**config.mk**
```make
export PLATFORM = sky130hd
export DESIGN_NAME = pim_inst_sequencer
export DESIGN_NICKNAME = d
export VERILOG_FILES = /design/src/rtl/pim_inst_sequencer.sv
export SDC_FILE = /design/constraint.sdc
export NUM_CORES = 1
export LEC_CHECK = 0
export ABC_CLOCK_PERIOD_IN_PS = 1300
export CORE_UTILIZATION = 56
export DETAILED_ROUTE_END_ITERATION = 10
export DONT_BUFFER_PORTS = 1
export PLACE_DENSITY = 0.8
export SYNTH_ARGS = -nofsm -noshare
export SYNTH_HDL_FRONTEND = slang
export SYNTH_SLANG_ARGS = --single-unit
export TNS_END_PERCENT = 20
```
**constraint.sdc**
```tcl
create_clock -name clk -period 1.3 [get_ports clk]
set_input_delay 0.39 -clock clk [delete_from_list [all_inputs] [get_ports clk]]
set_output_delay 0.39 -clock clk [all_outputs]
set_load 0.03 [all_outputs]
```
**src/rtl/pim_inst_sequencer.sv**
```systemverilog
// pim_inst_sequencer
//   Command front-end of the SRAM PIM macro. Accepts one instruction at a
//   time over a valid/ready handshake, decodes it, and steps the macro
//   through its work modes (pre-work, read/execute, write-back). Every
//   control output comes straight from a flop.
//
// Ports
//   clk, rst_n                 clock (rising edge), async active-low reset
//   in_valid / in_ready        instruction handshake (ready only in IDLE)
//   in_pim, in_write           PIM/ALU op vs. normal access; read/write
//   in_opcode, in_addrmode,
//   in_opwidth, in_imm         ALU op fields
//   in_row_a/b/d               source rows A/B, destination row
//   sram_cd/nwr/nrd/row        SRAM macro control and row address
//   alu_opcode/imm/opwidth     registered ALU fields
//   omux_sel                   output-mux select during write-back
//   work_mode                  work-mode index of the current cycle
//   done                       pulse on the last cycle of an instruction
//   illegal                    pulse when a PIM opcode of 0 is rejected
//
// Optional build macro
//   PIM_SEQ_PERF_CNT_EN        adds perf_pim_ops / perf_busy_cycles counters
module pim_inst_sequencer #(
  parameter int ROW_ADDR_BIT = 8,
  parameter int ALU_IMM_BIT  = 6,
  parameter int EXEC_CYCLES  = 2
) (
  input  logic                    clk,
  input  logic                    rst_n,
  input  logic                    in_valid,
  output logic                    in_ready,
  input  logic                    in_pim,
  input  logic                    in_write,
  input  logic [3:0]              in_opcode,
  input  logic [1:0]              in_addrmode,
  input  logic [1:0]              in_opwidth,
  input  logic [ALU_IMM_BIT-1:0]  in_imm,
  input  logic [ROW_ADDR_BIT-1:0] in_row_a,
  input  logic [ROW_ADDR_BIT-1:0] in_row_b,
  input  logic [ROW_ADDR_BIT-1:0] in_row_d,
  output logic                    sram_cd,
  output logic                    sram_nwr,
  output logic                    sram_nrd,
  output logic [ROW_ADDR_BIT-1:0] sram_row,
  output logic [3:0]              alu_opcode,
  output logic [ALU_IMM_BIT-1:0]  alu_imm,
  output logic [1:0]              alu_opwidth,
  output logic [1:0]              omux_sel,
  output logic [3:0]              work_mode,
  output logic                    done,
  output logic                    illegal
`ifdef PIM_SEQ_PERF_CNT_EN
  ,
  output logic [31:0]             perf_pim_ops,
  output logic [31:0]             perf_busy_cycles
`endif
);

  // Work-mode indices
  localparam logic [3:0] WM_NR = 4'd0;
  localparam logic [3:0] WM_NW = 4'd1;
  localparam logic [3:0] WM_PR = 4'd2;
  localparam logic [3:0] WM_PW_BASE = 4'd3;  // PWRSS..PWSRR = 3..6
  localparam logic [3:0] WM_NP = 4'd7;
  localparam logic [3:0] WM_PP_BASE = 4'd8;  // PPRSS..PPSRR = 8..11

  // Address modes and output-mux selects
  localparam logic [1:0] ADDR_RRR  = 2'd2;
  localparam logic [1:0] ADDR_SRR  = 2'd3;
  localparam logic [1:0] OMUX_NONE = 2'd0;
  localparam logic [1:0] OMUX_SRAM = 2'd1;
  localparam logic [1:0] OMUX_R2   = 2'd2;
  localparam logic [1:0] OMUX_R3   = 2'd3;

  localparam logic [1:0] EXEC_LAST = 2'(EXEC_CYCLES - 1);

  typedef enum logic [2:0] {
    S_IDLE, S_PRE, S_NRD, S_NWR, S_EXEC, S_WB
  } state_e;

  state_e state_reg, state_next;
  logic [1:0] cnt_reg, cnt_next;

  // Captured instruction fields
  logic                    pim_reg, write_reg;
  logic [1:0]              addrmode_reg;
  logic [3:0]              opcode_reg;
  logic [1:0]              opwidth_reg;
  logic [ALU_IMM_BIT-1:0]  imm_reg;
  logic [ROW_ADDR_BIT-1:0] row_a_reg, row_b_reg, row_d_reg;

  // Registered outputs and their next values
  logic                    ready_reg, ready_next;
  logic                    cd_reg, cd_next;
  logic                    nwr_reg, nwr_next;
  logic                    nrd_reg, nrd_next;
  logic [ROW_ADDR_BIT-1:0] row_reg, row_next;
  logic [1:0]              omux_reg, omux_next;
  logic [3:0]              mode_reg, mode_next;
  logic                    done_reg, done_next;
  logic                    illegal_reg, illegal_next;

  logic accept, bad_op;
  logic pim_c;
  logic [1:0] am_c;

  assign accept = in_valid & ready_reg;
  assign bad_op = in_pim & (in_opcode == 4'd0);

  // PRE is entered straight from the accept cycle, so its decode must look
  // at the incoming fields rather than the (not yet loaded) capture regs.
  assign pim_c = accept ? in_pim : pim_reg;
  assign am_c  = accept ? in_addrmode : addrmode_reg;

  always_comb begin
    state_next   = state_reg;
    cnt_next     = cnt_reg;
    illegal_next = 1'b0;
    case (state_reg)
      S_IDLE: begin
        if (accept && !bad_op) state_next = S_PRE;
        illegal_next = accept & bad_op;
      end
      S_PRE: begin
        cnt_next = 2'd0;
        if (pim_reg)        state_next = S_EXEC;
        else if (write_reg) state_next = S_NWR;
        else                state_next = S_NRD;
      end
      S_EXEC: begin
        if (cnt_reg == EXEC_LAST) state_next = S_WB;
        else                      cnt_next = cnt_reg + 2'd1;
      end
      default: state_next = S_IDLE;  // NRD, NWR, WB
    endcase
  end

  // Output decode of the state being entered, registered below.
  always_comb begin
    ready_next = 1'b0;
    cd_next    = 1'b0;
    nwr_next   = 1'b1;
    nrd_next   = 1'b0;
    row_next   = row_reg;
    omux_next  = OMUX_NONE;
    mode_next  = WM_NR;
    done_next  = 1'b0;
    case (state_next)
      S_IDLE: ready_next = 1'b1;
      S_PRE: begin
        cd_next   = pim_c;
        nrd_next  = 1'b1;
        mode_next = pim_c ? (WM_PP_BASE + {2'b00, am_c}) : WM_NP;
      end
      S_NRD: begin
        row_next  = row_a_reg;
        done_next = 1'b1;
      end
      S_NWR: begin
        nwr_next  = 1'b0;
        mode_next = WM_NW;
        row_next  = row_a_reg;
        done_next = 1'b1;
      end
      S_EXEC: begin
        cd_next   = 1'b1;
        mode_next = WM_PR;
        // First operand read fetches row A, every later one row B.
        row_next  = (state_reg == S_PRE) ? row_a_reg : row_b_reg;
      end
      S_WB: begin
        cd_next   = 1'b1;
        nwr_next  = 1'b0;
        mode_next = WM_PW_BASE + {2'b00, addrmode_reg};
        row_next  = row_d_reg;
        done_next = 1'b1;
        if (addrmode_reg == ADDR_SRR)      omux_next = OMUX_SRAM;
        else if (addrmode_reg == ADDR_RRR) omux_next = OMUX_R3;
        else                               omux_next = OMUX_R2;
      end
      default: ready_next = 1'b1;
    endcase
  end

  always_ff @(posedge clk or negedge rst_n) begin
    if (!rst_n) begin
      state_reg    <= S_IDLE;
      cnt_reg      <= 2'd0;
      pim_reg      <= 1'b0;
      write_reg    <= 1'b0;
      addrmode_reg <= 2'd0;
      opcode_reg   <= 4'd0;
      opwidth_reg  <= 2'd0;
      imm_reg      <= '0;
      row_a_reg    <= '0;
      row_b_reg    <= '0;
      row_d_reg    <= '0;
      ready_reg    <= 1'b1;
      cd_reg       <= 1'b0;
      nwr_reg      <= 1'b1;
      nrd_reg      <= 1'b0;
      row_reg      <= '0;
      omux_reg     <= OMUX_NONE;
      mode_reg     <= WM_NR;
      done_reg     <= 1'b0;
      illegal_reg  <= 1'b0;
    end else begin
      state_reg   <= state_next;
      cnt_reg     <= cnt_next;
      ready_reg   <= ready_next;
      cd_reg      <= cd_next;
      nwr_reg     <= nwr_next;
      nrd_reg     <= nrd_next;
      row_reg     <= row_next;
      omux_reg    <= omux_next;
      mode_reg    <= mode_next;
      done_reg    <= done_next;
      illegal_reg <= illegal_next;
      if (accept) begin
        pim_reg      <= in_pim;
        write_reg    <= in_write;
        addrmode_reg <= in_addrmode;
        opcode_reg   <= in_opcode;
        opwidth_reg  <= in_opwidth;
        imm_reg      <= in_imm;
        row_a_reg    <= in_row_a;
        row_b_reg    <= in_row_b;
        row_d_reg    <= in_row_d;
      end
    end
  end

  assign in_ready    = ready_reg;
  assign sram_cd     = cd_reg;
  assign sram_nwr    = nwr_reg;
  assign sram_nrd    = nrd_reg;
  assign sram_row    = row_reg;
  assign alu_opcode  = opcode_reg;
  assign alu_imm     = imm_reg;
  assign alu_opwidth = opwidth_reg;
  assign omux_sel    = omux_reg;
  assign work_mode   = mode_reg;
  assign done        = done_reg;
  assign illegal     = illegal_reg;

`ifdef PIM_SEQ_PERF_CNT_EN
  logic [31:0] pim_ops_reg, busy_cycles_reg;

  // Free-running, wrap naturally at 2^32.
  always_ff @(posedge clk or negedge rst_n) begin
    if (!rst_n) begin
      pim_ops_reg     <= 32'd0;
      busy_cycles_reg <= 32'd0;
    end else begin
      if (state_reg == S_WB) pim_ops_reg <= pim_ops_reg + 32'd1;
      if (!ready_reg)        busy_cycles_reg <= busy_cycles_reg + 32'd1;
    end
  end

  assign perf_pim_ops     = pim_ops_reg;
  assign perf_busy_cycles = busy_cycles_reg;
`endif

endmodule

```
==> results.yml <==
run_status:
  status: "finished, violations left"
  violations: "DRC, hold timing, setup timing"
worst_setup_path:
  arrival_ps: 1050
  regToRegStartpoint: "in_ready$_DFF_PN1_"
  critPathCapture: "in_ready"
  path_class: "flip-flop to output port"
  critPathSlowestCell: "dfstp_2"
  cp_num_buf_inv: 1
  end_kind: "output port"
  critPathMaxStageDelay_ps: 570
  crit_start: "in_ready$_DFF_PN1_"
  crit_family: "flip-flops"
  r2r_end: "sram_cd$_DFF_PN0_"
  reg2reg_slack_ps: -120
  cp-start-kind: "flip-flop"
  r2r.worst_path.cells: 4
  cp_data_required_time_ps: 910
  cp_max_fo: 3
  cp.depth: 1
  cp_cell_sequence: "buf_6"
clocking:
  clk_transition_reported_paths_ps: 70
  clock_latency_ps: 340
  cts_root_buf: "clkbuf_8"
  cts_inserted_buffers: 9
  cts_tree: "done"
  cts.sinks: 65
  h-tree-depth: 3
  cts_max_path_buffers: 2
sta:
  fin_crit_ps: 1440
  rsz0062_at_grt: "true"
  max_freq_mhz: 695
  setup_slack_ps: -139
  setup_violations: 8
  hold_slack_ps: -264
  slew_violations: 0
  hold_viol_final: 65
  post-route-period-util_pct: 111
  clock_skew_ps: 5.56
  slew_headroom_pct: 76.6
  worst_pin_slew_ps: 350
pwr:
  powerDensity_nw_per_um2: 2790
  cellLeakagePower_nw: 1.43
  peakVddDrop_v: 0.00149
place:
  io_buffers: 0
  dp_slack_ps: -388
  post_dp_cell_area_um2: 2890
  place_congestion: 0.807
  hpwl_um: 3820
  placedCellCount: 261
global_route:
  grtUsageMet1_pct: 28.3
  grt_start_max_net_pins: 66
  overflow: 0
  grt_util_met3_pct: 7.83
  antenna_found_initial: 0
  busiest_layer: "met2"
  grt_pass1_vias: 1796
  gr-usage-all-layers_pct: 24.0
  met2_usage_pct: 40.4
  grt_first_pass_wirelength_um: 8860
logic_synthesis:
  synth_area_um2: 2670
  synth_cell_type_count: 37
  synthArstFlopShare_pct: 100
  syn-num-nets: 244
  seq_area_frac_synth_pct: 60.9
  synth_edf_count: 0
  synth_warnings: 0
  ys_ff_latch: 65
  avgSynthCellArea_um2: 13.6
  synthFlopType: "dfrtp_1"
  syn_inst: 197
drt:
  drc: 2
  wire_per_inst_um: 19.7
  wl_um: 5500
  drt_iter0_drc: 90
  firstDrtPassIters: 9
  postRouteAntennaNets: 0
  via_per_inst: 6.23
  num_vias: 1737
floorplanning:
  fp.dieW_um: 71.1
  die_h_um: 71.1
  initial_core_util_pct: 59.8
  dieArea_um2: 5060
  pin_count: 75
  core_um2: 4470
  fp-row-count: 24
finish:
  num_antenna_cells: 0
  final_area_um2: 3230
  instances_no_fill: 279
  drive_gt1_share_pct: 50.7
  syn2layout_area_growth_pct: 20.7
  nFillCells: 289
  mostFrequentLayoutCells: "dfrtp_1 (58), mux2_2 (39), buf_4 (22), clkbuf_8 (10), o21ai_1 (8)"
  nNetsFinal: 269
  final_common_cell: "dfrtp_1"
run:
  max_cap_viol_count: 0
min_path:
  hp-class: "input pin to asynchronous set/reset pin"
## per-layer routing
layer,routed length [µm],up-vias
li1,-,766
met1,2190,888
met2,2770,68
met3,406,15
met4,129,0
met5,0,-
## kinds of logic after synthesis
family,after synthesis,synth area share (%)
DFF,65,60.9
AOI/OAI and AO/OA,41,11.4
muxes,39,16.4
and+or+nand+nor,30,6.83
buffers and inverters,18,2.57
adders and majority gates,4,1.87
## metrics by stage
stage               hold WS, ps  util (%)  power (mW)  TNS (ps)
finish                     -264      72.1        9.02      -510
floorplan                  94.4         -        6.12     -5360
global placement           95.9      64.6        6.83     -3160
CTS                        -272      70.7        8.87      -914
global route               -288      72.1        9.50     -1010
detailed placement         96.1      64.6        6.98     -3730
## synthesized netlist by cell type (5+ instances only)
library cell,n,area (µm²)
o21ai_0,10,50.1
a21oi_1,5,25.0
mux2_2,39,439
dfrtp_1,63,1580
nand2_1,5,18.8
clkbuf_1,7,26.3
a22oi_1,7,52.6
inv_1,5,18.8
a32oi_1,7,61.3
## worst min-delay path by stage
stage | from | to | cells after the start
floorplan | rst_n | addrmode_reg[0]$_DFF_PN0_ | 0
detailed placement | rst_n | sram_nrd$_DFF_PN0_ | 0
finish | rst_n | alu_imm[4]$_DFFE_PN0N_ | 0
global route | rst_n | sram_nrd$_DFF_PN0_ | 0
CTS | rst_n | sram_nrd$_DFF_PN0_ | 0
global placement | rst_n | sram_nrd$_DFF_PN0_ | 0
## cell type report
cell class                 instances  area, µm²  area share, %
tap                               52       65.1           2.02
inverter                           6       22.5          0.698
sequential                        65       1640           50.7
clock buffer                      10        138           4.26
multi-input combinational        114       1100           34.1
timing repair buffer              26        210           6.51
clock inverter                     6       57.6           1.78
## where the power goes
part	switching [mW]	internal, mW	leakage [nW]
registers	1.55	2.99	0.780
clock network	0.761	0.923	0.102
logic	1.19	1.60	0.544
total	3.50	5.52	1.43
## repair_timing
item	4_1_cts	5_1_grt
endpoints found under the setup margin	43	45
resized for setup	20	14
hold endpoints to repair	65	65
pin swaps	3	1
buffers inserted	1	1
Note: power is estimated with default switching activity, not from simulation.
